File: src/rtl/sd_sector_buffer.sv
`default_nettype none
// ============================================================================
//  Module      : sd_sector_buffer
//  Description : Captures one SD block into a 512x8 RAM with a running
//                checksum, then replays it over a valid/ready byte stream.
//  Revision    : 1.0  initial release
// ============================================================================
module sd_sector_buffer #(
    parameter int DEPTH = 512,
    parameter int CW    = 10
) (
    input  logic          clk,
    input  logic          rst_n,
    input  logic [7:0]    wr_data,
    input  logic          wr_valid,
    input  logic          blk_done,
    input  logic          clear,
    output logic [7:0]    rd_data,
    output logic          rd_valid,
    input  logic          rd_ready,
    output logic          rd_last,
    output logic [CW-1:0] byte_count,
    output logic [15:0]   checksum,
    output logic          full,
    output logic          overflow,
    output logic          drain_done
);

    localparam int          c_AW    = $clog2(DEPTH);
    localparam logic [CW-1:0] c_DEPTH = CW'(DEPTH);

    typedef enum logic [1:0] {
        S_FILL  = 2'd0,
        S_FETCH = 2'd1,
        S_SHOW  = 2'd2,
        S_DONE  = 2'd3
    } state_t;

    state_t          r_state;
    state_t          w_next;

    logic            r_wv_q;
    logic            r_bd_q;
    logic            r_wv_arm;
    logic            r_bd_arm;
    logic [CW-1:0]   r_byte_count;
    logic [15:0]     r_checksum;
    logic [CW-1:0]   r_rd_ptr;
    logic            r_overflow;
    logic [7:0]      r_rd_data;
    logic [7:0]      r_mem [DEPTH];

    logic            w_wr_edge;
    logic            w_bd_edge;
    logic            w_full;
    logic            w_capture;
    logic            w_drop;
    logic            w_start;
    logic            w_accept;
    logic            w_last;

    // The arm flags ignore a level that was already high when reset released.
    always_ff @(posedge clk or negedge rst_n) begin
        if (!rst_n) begin
            r_wv_q   <= 1'b0;
            r_bd_q   <= 1'b0;
            r_wv_arm <= 1'b0;
            r_bd_arm <= 1'b0;
        end else begin
            r_wv_q   <= wr_valid;
            r_bd_q   <= blk_done;
            r_wv_arm <= r_wv_arm | ~wr_valid;
            r_bd_arm <= r_bd_arm | ~blk_done;
        end
    end

    assign w_wr_edge = wr_valid & ~r_wv_q & r_wv_arm;
    assign w_bd_edge = blk_done & ~r_bd_q & r_bd_arm;
    assign w_full    = (r_byte_count == c_DEPTH);
    assign w_capture = (r_state == S_FILL) & w_wr_edge & ~w_full & ~clear;
    assign w_drop    = w_wr_edge & ~((r_state == S_FILL) & ~w_full);
    // A byte arriving with the end-of-block edge is counted before leaving FILL.
    assign w_start   = (r_state == S_FILL) & w_bd_edge
                     & ((r_byte_count != '0) | w_capture);
    assign w_accept  = (r_state == S_SHOW) & rd_ready;
    assign w_last    = (r_rd_ptr == r_byte_count - CW'(1));

    always_ff @(posedge clk or negedge rst_n) begin
        if (!rst_n) begin
            r_state <= S_FILL;
        end else begin
            r_state <= w_next;
        end
    end

    always_comb begin
        w_next = r_state;
        case (r_state)
            S_FILL:  if (w_start) w_next = S_FETCH;
            S_FETCH: w_next = S_SHOW;
            S_SHOW:  if (w_accept) w_next = w_last ? S_DONE : S_FETCH;
            S_DONE:  w_next = S_FILL;
            default: w_next = S_FILL;
        endcase
        if (clear) begin
            w_next = S_FILL;
        end
    end

    always_ff @(posedge clk or negedge rst_n) begin
        if (!rst_n) begin
            r_byte_count <= '0;
            r_checksum   <= '0;
            r_rd_ptr     <= '0;
            r_overflow   <= 1'b0;
        end else if (clear) begin
            r_byte_count <= '0;
            r_checksum   <= '0;
            r_rd_ptr     <= '0;
            r_overflow   <= 1'b0;
        end else begin
            if (w_capture) begin
                r_byte_count <= r_byte_count + CW'(1);
                r_checksum   <= r_checksum + {8'h00, wr_data};
            end
            if (w_drop) begin
                r_overflow <= 1'b1;
            end
            if (w_start) begin
                r_rd_ptr <= '0;
            end
            if (w_accept && !w_last) begin
                r_rd_ptr <= r_rd_ptr + CW'(1);
            end
            if (r_state == S_DONE) begin
                r_byte_count <= '0;
                r_checksum   <= '0;
            end
        end
    end

    always_ff @(posedge clk) begin
        if (w_capture) begin
            r_mem[r_byte_count[c_AW-1:0]] <= wr_data;
        end
    end

    // Read register only loads in FETCH, so the byte holds through SHOW stalls.
    always_ff @(posedge clk or negedge rst_n) begin
        if (!rst_n) begin
            r_rd_data <= 8'h00;
        end else if (r_state == S_FETCH) begin
            r_rd_data <= r_mem[r_rd_ptr[c_AW-1:0]];
        end
    end

    assign rd_data    = r_rd_data;
    assign rd_valid   = (r_state == S_SHOW);
    assign rd_last    = (r_state == S_SHOW) & w_last;
    assign byte_count = r_byte_count;
    assign checksum   = r_checksum;
    assign full       = w_full;
    assign overflow   = r_overflow;
    assign drain_done = (r_state == S_DONE);

endmodule
`default_nettype wire

File: config.mk
export PLATFORM = sky130hd
export DESIGN_NAME = sd_sector_buffer
export DESIGN_NICKNAME = d
export VERILOG_FILES = /design/src/rtl/sd_sector_buffer.sv
export SDC_FILE = /design/constraint.sdc
export NUM_CORES = 2
export LEC_CHECK = 0
export CAP_MARGIN = 20
export CORE_ASPECT_RATIO = 2
export CORE_MARGIN = 8
export CORE_UTILIZATION = 30
export CTS_CLUSTER_DIAMETER = 200
export CTS_CLUSTER_SIZE = 10
export DETAILED_ROUTE_END_ITERATION = 10
export PLACE_DENSITY = 0.43
export SLEW_MARGIN = 40
export SYNTH_ARGS = -nofsm -noshare
export SYNTH_HDL_FRONTEND = slang
export SYNTH_SLANG_ARGS = --single-unit
File: constraint.sdc
create_clock -name clk -period 3.6 [get_ports clk]
set_input_delay 0.9 -clock clk [delete_from_list [all_inputs] [get_ports clk]]
set_output_delay 0.9 -clock clk [all_outputs]
set_load 0.1 [all_outputs]
==> results.cfg <==
[cells_and_area]
nNetsFinal = 9709
final_cell_mix = 4096 x edfxtp_1, 1436 x buf_4, 883 x mux4_2
syn2layout_area_growth_pct = 22.5
drive_above_1_share_pct = 33.7
final_common_cell = edfxtp_1
instances_no_fill = 16900
fillers = 49700

[critical_path]
cp.arrival_ps = 3540
end_kind = output port
crit_path_start_kind = register
path_max_fanout = 4
path_class = register to output port
required_ps = 2700

[routing]
via_per_inst = 5.20
dr_total_vias = 88000
wl_um = 587000
drt_iter0_markers = 9228
drc_errors = 0
dr.pass1.iters = 6
antenna_left = 0
routedWlPerCell_um = 34.7

[grt]
gr-usage-all-layers_pct = 20.2
grt_overflow = 0
grt_pass1_vias = 90800
top_usage_layer = met2
met1_usage_pct = 26.7
grt_util_met2_pct = 34.2
met3_usage_pct = 2.71
antenna_found_initial = 40
grt_max_degree = 151
grt_pass1_wl_um = 798000

[place]
place_congestion = 0.841
dp_cells = 16200
pre_cts_slack_ps = -630
port_buffers = 52
dp_hpwl_um = 391000

[synth]
synth_edf_count = 4096
async_reset_ff_share_pct = 1.23
ys_warn_count = 0
synth_nets = 8035
ys_seq_area_share_pct = 76.6
avgSynthCellArea_um2 = 20.3
netlist_area_um2 = 162000
ys.flop_type = edfxtp_1
synth_seq_cells = 4147
synth_cell_types = 76
syn_inst = 8007

[clock_network]
cts_root_buffer = clkbuf_16
clk_pin_slew_worst_paths_ps = 60
clockBufferDepth = 4
numCtsBuffers = 452
insertion_delay_ps = 1060
cts_tree = built
cts_htree_levels = 5
cts_sinks = 4147

[floorplan]
rows = 382
initial_core_util_pct = 30.0
die_w_um = 536
dieArea_um2 = 566000
ioPinCount = 53
core_um2 = 540000
dieHeight_um = 1060

[sta]
rsz0062_at_grt = true
skew_ps = 107
finalCritPeriodShare_pct = 123
slew_headroom_pct = 31.2
timing.fmax_ghz = 0.225
fin_ws_ps = -838
period_needed_ps = 4440
tightest_slew_ps = 1030
slew_violations = 0
final-hold-violation-count = 0
setup_viol = 5

[power]
switching_power_uw = 20600
powerDensity_nw_per_um2 = 489
p_clk_share_pct = 42.5
sequentialPowerShare_pct = 54.9
ir_drop_v = 0.000412
leakage_uw = 0.0623
p_int_uw = 76400
power_frac_comb_pct = 2.7
switching_share_pct = 21.2
finalPower_uw = 97000

[status]
violations = negative setup slack
status = finished, violations left

[hold_path]
hold_class = input pin to register

[run]
cap_violations = 0
cell type report:
class / count / area [um2] / area share [%]
Tap cell: 7104 / 8890 / 4.48
Antenna cell: 19 / 47.5 / 0.0239
Clock inverter: 23 / 425 / 0.214
Timing Repair Buffer: 1724 / 16600 / 8.35
Sequential cell: 4147 / 124000 / 62.6
Clock buffer: 541 / 11800 / 5.92
Multi-Input combinational cell: 3337 / 36500 / 18.4
Inverter: 19 / 115 / 0.0580
critical path: stages (launching register included):
cell	delay, ps
dfrtp_4	510
inv_4	80
ha_4	130
nor3b_4	270
xnor2_1	170
mux2_1	340
or4_4	430
nor3b_2	190
buf_6	190
buf_12	190
registers in the layout, summed over array words and instances (netlist names):
| signal | cells |
|---|---|
| byte_count | 10 |
| checksum | 16 |
| overflow | 1 |
| r_bd_arm | 1 |
| r_bd_q | 1 |
| r_mem | 4096 |
| r_rd_ptr | 10 |
| r_state | 2 |
| r_wv_arm | 1 |
| r_wv_q | 1 |
| rd_data | 8 |
cells by family after synthesis:
logic type               count (synthesis)  synth area share (%)
AO/OA/AOI/OAI                          788                  3.33
XOR/XNOR                                25                 0.135
adder cells (fa/ha/maj)                 14                 0.113
buffers and inverters                  523                  1.57
flip-flops                            4147                  76.6
multiplexers                          1351                  15.2
AND/OR/NAND/NOR                       1159                  3.06
synth_stat cells, types with 7 or more instances:
master	number	area share [%]
a2111oi_0	7	0.038
a211oi_1	30	0.14
a21o_1	11	0.051
a21oi_1	134	0.41
a221oi_1	16	0.086
a22o_1	16	0.086
a22oi_1	68	0.31
a2bb2oi_1	9	0.049
a311oi_1	8	0.043
a31oi_1	49	0.19
a32oi_1	7	0.038
and2_1	26	0.10
and3_1	14	0.054
buf_1	49	0.11
buf_2	75	0.23
buf_4	111	0.51
buf_6	9	0.063
clkbuf_1	259	0.60
dfrtp_1	51	0.79
edfxtp_1	4096	76
ha_1	13	0.10
inv_1	16	0.037
mux2_2	12	0.083
mux2i_1	455	2.8
mux4_2	883	12
nand2_1	256	0.59
nand2b_1	19	0.073
nand3_1	87	0.27
nand4_1	14	0.054
nor2_1	618	1.4
nor2b_1	19	0.073
nor3_1	47	0.15
nor3b_1	8	0.037
nor4_1	17	0.066
o211ai_1	11	0.051
o21ai_0	106	0.33
o221ai_1	106	0.57
o22ai_1	127	0.49
o311ai_0	12	0.065
o31ai_1	11	0.051
or3_1	15	0.058
xnor2_1	15	0.081
xor2_1	10	0.054
routing by layer:
layer  share of wire, %  routed length [um]
met1                 42              244000
met2                 49              290000
met3                5.1               30000
met4                3.9               22900
met5                  0                   0
per-stage QoR:
stage / util (%) / TNS, ps / hold WS [ps] / cell area (um2)
floorplan: - / -784 / 434 / 162000
global placement: 34.0 / -618590 / 452 / 184000
detailed placement: 34.0 / -377580 / 452 / 184000
CTS: 36.7 / -1650 / 154 / 198000
global route: 36.8 / -1260 / 194 / 199000
finish: 36.8 / -1190 / 259 / 199000
path summary, 6_finish.rpt:
check,startpoint,to,slack [ps],depth (start not counted)
worst max-delay path,byte_count[1]$_DFFE_PN0P_,rd_last,-840,9
worst min-delay path,wr_data[7],r_mem[282][7]$_DFFE_PP_,260,1
worst max register to register,r_rd_ptr[0]$_DFFE_PN0P_,rd_data[7]$_DFFE_PN0N_,-130,11
worst min register to register,r_wv_arm$_DFF_PN0_,r_wv_arm$_DFF_PN0_,480,1
max in group asynchronous,rst_n,r_rd_ptr[2]$_DFFE_PN0P_,2700,3
min in group asynchronous,rst_n,byte_count[4]$_DFFE_PN0P_,320,2
what timing repair did:
item / CTS / global route
setup buffers: 75 / 31
endpoints found under the hold margin: 35 / 0
hold buffers: 1 / 0
pin swaps: 31 / 27
cloned: 13 / 3
resized for setup: 178 / 76
endpoints found under the setup margin: 94 / 10
power groups by stage:
stage	Clock [uW]	Sequential, uW	Combinational [uW]
detailed placement	0	54200	2530
finish	41200	53200	2590
global placement	0	54200	2490
floorplan	0	54400	596
CTS	42200	53200	2610
global route	43600	53200	2720
Power figures use the tool's default switching activity.
